--- src/rtl/art_pkg.sv ---
// rtl/art_pkg.sv - Mode encodings, FSM states and default art for the marquee tile.
package art_pkg;

    localparam logic [1:0] MODE_OFF    = 2'b00;
    localparam logic [1:0] MODE_STATIC = 2'b01;
    localparam logic [1:0] MODE_SCROLL = 2'b10;
    localparam logic [1:0] MODE_BLINK  = 2'b11;

    typedef enum logic [2:0] {
        ST_OFF,
        ST_STATIC,
        ST_SCROLL,
        ST_BLINK_ON,
        ST_BLINK_OFF
    } art_state_t;

    localparam logic [7:0] ART_DEFAULT [0:15] = '{
        8'h18, 8'h3C, 8'h7E, 8'hFF, 8'hDB, 8'h99, 8'h81, 8'h42,
        8'h24, 8'h5A, 8'hA5, 8'hC3, 8'hE7, 8'h66, 8'h3C, 8'h18
    };

    // Mode that keeps the FSM in its current state; any other mode is a change.
    function automatic logic [1:0] state_mode(input art_state_t s);
        case (s)
            ST_STATIC:                 state_mode = MODE_STATIC;
            ST_SCROLL:                 state_mode = MODE_SCROLL;
            ST_BLINK_ON, ST_BLINK_OFF: state_mode = MODE_BLINK;
            default:                   state_mode = MODE_OFF;
        endcase
    endfunction

endpackage

--- src/rtl/art_prescaler.sv ---
// rtl/art_prescaler.sv - Programmable tick divider; one-cycle tick every TICK_DIV enabled cycles.
module art_prescaler #(
    parameter int DIV_W    = 16,
    parameter int TICK_DIV = 1000
) (
    input  logic clk,
    input  logic rst,
    input  logic en,
    input  logic clr,
    output logic tick
);

    localparam logic [DIV_W-1:0] LAST = DIV_W'(TICK_DIV - 1);

    logic [DIV_W-1:0] cnt_q;
    logic [DIV_W-1:0] cnt_d;

    assign tick = en && !clr && (cnt_q == LAST);

    always_comb begin
        cnt_d = cnt_q + DIV_W'(1);
        if (clr || tick) begin
            cnt_d = '0;
        end
    end

    always_ff @(posedge clk) begin
        if (rst) begin
            cnt_q <= '0;
        end else if (en) begin
            cnt_q <= cnt_d;
        end
    end

endmodule

--- src/rtl/tt_um_art_marquee.sv ---
// rtl/tt_um_art_marquee.sv - Writable pattern marquee (off/static/scroll/blink) for TinyTapeout.
// Optional ART_TICK_OUT_EN drives the registered tick onto uio_out[0].
module tt_um_art_marquee
    import art_pkg::*;
#(
    parameter int DEPTH    = 16,
    parameter int DIV_W    = 16,
    parameter int TICK_DIV = 1000
) (
    input  logic       clk,
    input  logic       rst,
    input  logic       ena,
    input  logic [7:0] ui_in,
    input  logic [7:0] uio_in,
    output logic [7:0] uo_out,
    output logic [7:0] uio_out,
    output logic [7:0] uio_oe
);

    localparam int ADDR_W = $clog2(DEPTH);

    logic [7:0]        ui_q;
    logic [7:0]        uio_q;
    logic              strobe_prev_q;
    logic [7:0]        pattern_q [DEPTH];
    art_state_t        state_q, state_d;
    logic [ADDR_W-1:0] addr_q, addr_d;
    logic [7:0]        uo_q, uo_d;

    logic [1:0]        mode;
    logic              mode_change;
    logic              we;
    logic              tick;
    logic [ADDR_W-1:0] wr_addr;
    logic [ADDR_W-1:0] addr_step;

    assign mode        = ui_q[1:0];
    assign mode_change = (mode != state_mode(state_q));
    assign we          = ena && ui_q[3] && !strobe_prev_q;
    assign wr_addr     = ui_q[4 +: ADDR_W];
    assign addr_step   = ui_q[2] ? addr_q - ADDR_W'(1) : addr_q + ADDR_W'(1);

    always_ff @(posedge clk) begin
        if (rst) begin
            ui_q          <= '0;
            uio_q         <= '0;
            strobe_prev_q <= 1'b0;
        end else if (ena) begin
            ui_q          <= ui_in;
            uio_q         <= uio_in;
            strobe_prev_q <= ui_q[3];
        end
    end

    always_ff @(posedge clk) begin
        if (rst) begin
            for (int i = 0; i < DEPTH; i++) begin
                pattern_q[i] <= ART_DEFAULT[i];
            end
        end else if (we) begin
            pattern_q[wr_addr] <= uio_q;
        end
    end

    art_prescaler #(
        .DIV_W    (DIV_W),
        .TICK_DIV (TICK_DIV)
    ) u_prescaler (
        .clk  (clk),
        .rst  (rst),
        .en   (ena),
        .clr  (mode_change || (state_q == ST_OFF)),
        .tick (tick)
    );

    always_comb begin
        state_d = state_q;
        addr_d  = addr_q;
        if (mode_change) begin
            case (mode)
                MODE_OFF:    begin state_d = ST_OFF;    addr_d = '0; end
                MODE_STATIC: begin state_d = ST_STATIC; addr_d = '0; end
                MODE_SCROLL: state_d = ST_SCROLL;
                default:     state_d = ST_BLINK_ON;
            endcase
        end else begin
            case (state_q)
                ST_SCROLL:    if (tick) addr_d = addr_step;
                ST_BLINK_ON:  if (tick) state_d = ST_BLINK_OFF;
                ST_BLINK_OFF: if (tick) begin
                    state_d = ST_BLINK_ON;
                    addr_d  = addr_step;
                end
                default:      addr_d = '0;
            endcase
        end

        // Reads the pre-write memory, so a same-cycle write shows up one update later.
        case (state_d)
            ST_STATIC:               uo_d = pattern_q[0];
            ST_SCROLL, ST_BLINK_ON:  uo_d = pattern_q[addr_d];
            default:                 uo_d = 8'h00;
        endcase
    end

    always_ff @(posedge clk) begin
        if (rst) begin
            state_q <= ST_OFF;
            addr_q  <= '0;
            uo_q    <= '0;
        end else if (ena) begin
            state_q <= state_d;
            addr_q  <= addr_d;
            uo_q    <= uo_d;
        end
    end

    assign uo_out = uo_q;

`ifdef ART_TICK_OUT_EN
    logic tick_q;

    always_ff @(posedge clk) begin
        if (rst) begin
            tick_q <= 1'b0;
        end else begin
            tick_q <= tick;
        end
    end

    assign uio_out = {7'b0, tick_q};
    assign uio_oe  = 8'h01;
`else
    assign uio_out = 8'h00;
    assign uio_oe  = 8'h00;
`endif

endmodule

--- config.mk ---
export PLATFORM = sky130hd
export DESIGN_NAME = tt_um_art_marquee
export DESIGN_NICKNAME = d
export VERILOG_FILES = /design/src/rtl/art_pkg.sv /design/src/rtl/art_prescaler.sv /design/src/rtl/tt_um_art_marquee.sv
export SDC_FILE = /design/constraint.sdc
export NUM_CORES = 1
export LEC_CHECK = 0
export BUFFER_PORTS_ARGS = -buffer_cell sky130_fd_sc_hd__buf_2
export CORE_MARGIN = 1
export CORE_UTILIZATION = 65
export DETAILED_ROUTE_END_ITERATION = 10
export GPL_TIMING_DRIVEN = 1
export PLACE_DENSITY = 0.87
export SLEW_MARGIN = 40
export SYNTH_ARGS = -nofsm -noshare
export SYNTH_HDL_FRONTEND = slang
export SYNTH_SLANG_ARGS = --single-unit
--- constraint.sdc ---
create_clock -name clk -period 6.8 [get_ports clk]
set_input_delay 0.34 -clock clk [delete_from_list [all_inputs] [get_ports clk]]
set_output_delay 0.34 -clock clk [all_outputs]
set_load 0.03 [all_outputs]
==> flow_summary.toml, run 1 <==
[global_route]
grt_max_degree = 66
grt_usage = 0.339
grt_pass1_vias = 6313
grt-ovfl-total = 0
grt_first_pass_wirelength_mm = 33.4
antenna_found_initial = 0

[cts]
cts_tree = "done"
clock_latency_ns = 0.44
postCtsHoldBufs = 0
cts_buffer_depth = 2
cts_num_sinks = 176
cts_inserted_buffers = 17
ctsResizeCount = 0
post_cts_buffers = 0
htreeDepth = 4
clkTransAtPathRegs_ns = 0.07
cts-root-buf = "clkbuf_16"

[synth]
synth_seq_cells = 176
ys_warn_count = 0
synth_area_sq_um = 8550
seq_area_frac_synth = 0.562
syn_inst = 817
syn_area_per_cell_sq_um = 10.5
async_flop_share = 0
ys.flop_type = "edfxtp_1"
ys_types = 59
synth_edf_count = 128

[setup_path]
crit_fanout = 34
crit_family = "simple AND/OR/NAND/NOR gates"
worst_ep_arrival_time_ns = 4.56
critPathRequiredTime_ns = 7.16
startpoint_type = "register"
setup.worst_path.end_class = "register"
path_cells = "or4_1, or4_4, nor4_4, or2_2, and2_2, nand2_1, a311oi_1, nor4_1, o22ai_1"
endpoint = "uo_out[2]"
reg2reg_depth = 9
worstSetupPathType = "register to register"
r2r_end = "uo_out[2]"
slowest_delay_ns = 0.68
critPathBufInv = 0
cp.depth = 9
critPathLaunch = "u_prescaler.cnt_q[4]"
slowest_stage = "a311oi_1"
rr_startpoint = "u_prescaler.cnt_q[4]"
regToRegSetupSlack_ns = 2.60

[floorplan]
die_x_um = 117
initial_utilization = 0.672
row_count = 41
coreArea_sq_um = 12700
dieHeight_um = 117
die_area_sq_um = 13600
boundaryPins = 43

[worst_hold_path]
hold_path.class = "input port to register"

[sta]
hold_slack_ns = 0.134
fmax_mhz = 238
hold_viol_final = 0
rsz0062_at_grt = "false"
period_minus_slack_ns = 4.20
worst_pin_slew_ns = 0.816
finalMaxSlewViolations = 0
fin_tns_setup_ns = 0
slew_headroom = 0.455
finalCritPeriodShare = 0.618
setup-violations-final = 0
clock_skew_ns = 0.0118

[route]
drtIter0Drc = 966
via_per_inst = 6.71
drc_errors = 0
post_drt_wl_per_cell_um = 21.8
wirelength_mm = 21.6
dr.pass1.iters = 6
num_vias = 6627
antenna_left = 0

[cells_and_area]
final_core_util = 0.724
area_growth_syn_to_layout_pct = 7.77
layout_commonest_cell = "edfxtp_1"
antenna_cells = 0
drive_gt1_frac = 0.115
fin_area_sq_um = 9220
final_nets = 825
layout_common_cells = "edfxtp_1, nand2_1, nor2_1"

[pwr]
p_sw_uw = 560
p_int_uw = 1750
clkPwrFrac = 0.426
p_sw_frac = 0.242
vdd.ir_drop.worst_mv = 0.268
leakage_uw = 0.00318
pwr_density_cell_nw_per_um2 = 251
seqPwrFrac = 0.517
pwr-share-comb = 0.057

[status]
outcome = "completed"

[placed_design]
post-dp-hpwl_mm = 13.8
io_buffers = 26
gp_congestion = 0.936
dpl_cell_area_sq_um = 8630

[job]
drv_cap = 0
[Yosys cell counts, types with 2 or more instances]
library cell	number	area, sq um
or2_2	22	138
or4_1	2	15.0
xor2_1	11	96.3
a31oi_1	2	12.5
nand2_1	111	417
and3_1	42	263
nand3b_1	4	30.0
nand4_1	8	50.1
nand3_1	10	50.1
a211o_1	2	17.5
a32oi_1	2	17.5
buf_1	6	22.5
a311oi_1	32	280
and2_1	36	225
clkbuf_1	46	173
a21o_1	4	30.0
nor3_1	30	150
inv_1	10	37.5
o22ai_1	9	56.3
or3_1	24	150
dfxtp_1	48	961
buf_4	16	120
nor2_1	62	233
a21oi_1	17	85.1
nor4_1	13	81.3
mux2i_1	18	180
a221oi_1	2	17.5
o21ai_0	6	30.0
a211oi_1	33	248
ha_1	3	37.5
nand2b_1	9	56.3
edfxtp_1	128	3840
xnor2_1	9	78.8
buf_2	12	60.1
nor4bb_1	2	20.0
nor2b_1	3	18.8
[power groups by stage]
| stage | clock, uW | sequential [uW] | combinational [uW] |
|---|---|---|---|
| 2_1_floorplan | 0 | 1200 | 103 |
| 3_3_place_gp | 0 | 1220 | 122 |
| 3_5_place_dp | 0 | 1220 | 126 |
| 4_1_cts | 977 | 1200 | 128 |
| 5_1_grt | 1020 | 1200 | 140 |
| 6_report | 985 | 1200 | 131 |
[per-stage QoR]
| step | setup WS [ns] | total power, uW | std cells |
|---|---|---|---|
| final | 2.60 | 2310 | 987 |
| after global routing | 2.45 | 2360 | 987 |
| after CTS | 2.70 | 2300 | 986 |
| after detailed placement | 2.58 | 1340 | 954 |
| after global placement | 2.00 | 1340 | 954 |
| after floorplan | 3.77 | 1310 | 832 |
[cell type report]
type                    count  area, sq um
clock inverters            14          154
inverters                  10         37.5
repair buffers             31          168
well taps                 172          215
fillers                   878         3510
clock buffers              18          429
multi-input cells         566         3410
flip-flops and latches    176         4800
[worst min-delay path by stage]
stage,start,endpoint,slack [ns],cells after the start
global placement,u_prescaler.cnt_q[1],u_prescaler.cnt_q[1],0.47,2
global route,uio_in[2],uio_q[2],0.13,3
CTS,uio_in[0],uio_q[0],0.13,3
finish,uio_in[4],uio_q[4],0.13,3
floorplan,u_prescaler.cnt_q[1],u_prescaler.cnt_q[1],0.46,2
detailed placement,uio_q[2],uio_q[2],0.48,2
[metal layers]
metal,global-route usage,up-vias,routed length [um]
li1,-,2932,-
met1,0.420,3125,7880
met2,0.561,472,10400
met3,0.0825,98,2250
met4,0.162,0,1040
met5,0,-,0
[flip-flops by register name, indices dropped and copies added (netlist names)]
name and cells:
strobe_prev_q 1, ui_q 8, uo_out 8, u_prescaler.cnt_q 16, uio_q 8, addr_q 4
pattern_q 128, state_q 3
[worst reg2reg max path, stage by stage (launching register included)]
cell	delay (ns)
dfxtp_1	0.34
or4_1	0.56
or4_4	0.60
nor4_4	0.31
or2_2	0.54
and2_2	0.66
nand2_1	0.14
a311oi_1	0.68
nor4_1	0.14
o22ai_1	0.18
[kinds of logic (layout without fill, tap and decap cells)]
family | count (synthesis) | in the layout | synth area share
compound gates | 120 | 120 | 0.107
xor+xnor | 20 | 20 | 0.0205
fa+ha+maj | 4 | 4 | 0.00673
buf+inv | 90 | 73 | 0.0483
flops | 176 | 176 | 0.562
mux | 18 | 18 | 0.0211
other cells | 1 | 16 | 0.000438
simple gates | 388 | 388 | 0.235
Power figures use the tool's default switching activity.
==> inputs of run 2 (changes only) <==
--- a/config.mk
+++ b/config.mk
@@ -7,10 +7,10 @@
 export LEC_CHECK = 0
 export BUFFER_PORTS_ARGS = -buffer_cell sky130_fd_sc_hd__buf_2
 export CORE_MARGIN = 1
-export CORE_UTILIZATION = 65
+export CORE_UTILIZATION = 55
 export DETAILED_ROUTE_END_ITERATION = 10
 export GPL_TIMING_DRIVEN = 1
-export PLACE_DENSITY = 0.87
+export PLACE_DENSITY = 0.79
 export SLEW_MARGIN = 40
 export SYNTH_ARGS = -nofsm -noshare
 export SYNTH_HDL_FRONTEND = slang
==> constraint.sdc (replaced) <==
create_clock -name clk -period 3.4 [get_ports clk]
set_input_delay 0.17 -clock clk [delete_from_list [all_inputs] [get_ports clk]]
set_output_delay 0.17 -clock clk [all_outputs]
set_load 0.03 [all_outputs]
==> flow_summary.toml, run 2 (synthesis results as in run 1) <==
[cts]
clkTransAtPathRegs_ns = 0.07
cts_inserted_buffers = 17
cts-root-buf = "clkbuf_16"
htreeDepth = 4
cts_tree = "done"
cts_buffer_depth = 2
clock_latency_ns = 0.44
cts_num_sinks = 176

[placed_design]
gp_congestion = 0.962
io_buffers = 26
post-dp-hpwl_mm = 15.3
place_inst = 1022
dpl_cell_area_sq_um = 9100

[sta]
slew_headroom = 0.381
finalMaxSlewViolations = 0
fin_tns_setup_ns = -0.0342
hold_viol_final = 0
period_minus_slack_ns = 3.43
worst_slack_ns = -0.0342
setup-violations-final = 1
worst_pin_slew_ns = 0.927
clock_skew_ns = 0.0182
fmax_mhz = 291
finalCritPeriodShare = 1.01

[floorplan]
dieHeight_um = 127
die_x_um = 127
row_count = 45
initial_utilization = 0.563
die_area_sq_um = 16100
boundaryPins = 43
coreArea_sq_um = 15200

[global_route]
antenna_found_initial = 0
grt_max_degree = 52
grt-ovfl-total = 0
grt_usage = 0.302
grt_first_pass_wirelength_mm = 36.0
grt_pass1_vias = 6567

[route]
post_drt_wl_per_cell_um = 22.5
drc_errors = 0
antenna_left = 0
wirelength_mm = 24.2
drtIter0Drc = 791
num_vias = 6757
via_per_inst = 6.30
dr.pass1.iters = 6

[setup_path]
reg2reg_depth = 12
critPathRequiredTime_ns = 3.70
critPathLaunch = "u_prescaler.cnt_q[15]"
regToRegSetupSlack_ns = -0.03
worst_ep_arrival_time_ns = 3.73
slowest_stage = "or4_1"
setup.worst_path.end_class = "register"
cp.depth = 12
startpoint_type = "register"
worstSetupPathType = "register to register"
endpoint = "uo_out[2]"
slowest_delay_ns = 0.55
critPathBufInv = 3
path_cells = "or4_1, or4_4, nor4_4, and3_4, a21oi_4, buf_12, clkbuf_16, a211oi_1, a311oi_1, buf_4, nor4_1, o22ai_1"
rr_startpoint = "u_prescaler.cnt_q[15]"
r2r_end = "uo_out[2]"
crit_fanout = 13
crit_family = "simple AND/OR/NAND/NOR gates"

[status]
violations = "negative setup slack"
outcome = "finished, violations left"

[cells_and_area]
top_register = "pattern_q"
antenna_cells = 0
final_core_util = 0.680
fin_area_sq_um = 10300
layout_commonest_cell = "edfxtp_1"
drive_gt1_frac = 0.220
stdcell_count = 1073
largestRegisters = "pattern_q (128), u_prescaler.cnt_q (16)"
final_nets = 895
layout_common_cells = "edfxtp_1, nand2_1, nor2_1"
largest_reg_flops = 128
area_growth_syn_to_layout_pct = 20.9

[pwr]
p_total_uw = 4760
vdd.ir_drop.worst_mv = 0.401
pwr_density_cell_nw_per_um2 = 461
leakage_uw = 0.00367

[worst_hold_path]
hold_path.class = "input port to register"

[job]
drv_cap = 0
==> run 2: changes by cell type in the layout (fill, tap and decap cells not counted), sizes merged <==
cell,before,now
clkinv,5,9
clkinvlp,2,0
bufinv,2,0
inv,15,14
dlygate4sd3,0,13
buf,31,86
clkbuf,18,21
==> run 2: per-layer routing <==
layer  track usage  vias up  wire (um)
li1              -     3062          -
met1         0.368     3282       9070
met2         0.532      338      12300
met3        0.0493       75       1860
met4         0.128        0        994
met5             0        -          0
==> run 2: final cells by class <==
cell class | instances | area [sq um]
clock inverter | 13 | 164
tap | 188 | 235
sequential | 176 | 4810
timing repair buffer | 101 | 888
clock buffer | 19 | 475
multi-input combinational | 566 | 3730
fill | 1032 | 4860
inverter | 10 | 37.5
==> run 2: power breakdown <==
part	internal (uW)	total (uW)	switching [uW]
sequential	2340	2390	47.1
clock	1080	2040	966
combinational	113	333	220
total	3530	4760	1230
==> run 2: how the worst min path moves through the flow <==
| stage | from | endpoint | slack (ns) | depth (start not counted) |
|---|---|---|---|---|
| 2_1_floorplan | uio_in[2] | uio_q[2] | 0.32 | 2 |
| 3_3_place_gp | ui_in[2] | ui_q[2] | 0.41 | 3 |
| 3_5_place_dp | uio_in[2] | uio_q[2] | 0.42 | 3 |
| 4_1_cts | uio_in[5] | uio_q[5] | 0.009 | 3 |
| 5_1_grt | ui_in[1] | ui_q[1] | 0.03 | 3 |
| 6_report | ui_in[1] | ui_q[1] | 0.01 | 3 |
==> run 2: timing repair <==
action,4_1_cts,5_1_grt
gates cloned,0,2
hold endpoints to repair,13,0
setup endpoints to repair,8,8
hold buffers,13,0
resized for setup,13,47
buffers inserted,1,3
pin swaps,1,8
==> run 2: stage by stage <==
step           setup WS [ns]  hold WS [ns]
6_report             -0.0342        0.0135
5_1_grt              -0.0821        0.0299
4_1_cts               0.0277       0.00852
3_5_place_dp          -0.153         0.417
3_3_place_gp          -0.143         0.405
2_1_floorplan          0.369         0.317
==> run 2: tightest hold or removal path, stage by stage <==
cell and delay (ns):
buf_2 0.09, mux2i_1 0.06, nor2_1 0.09
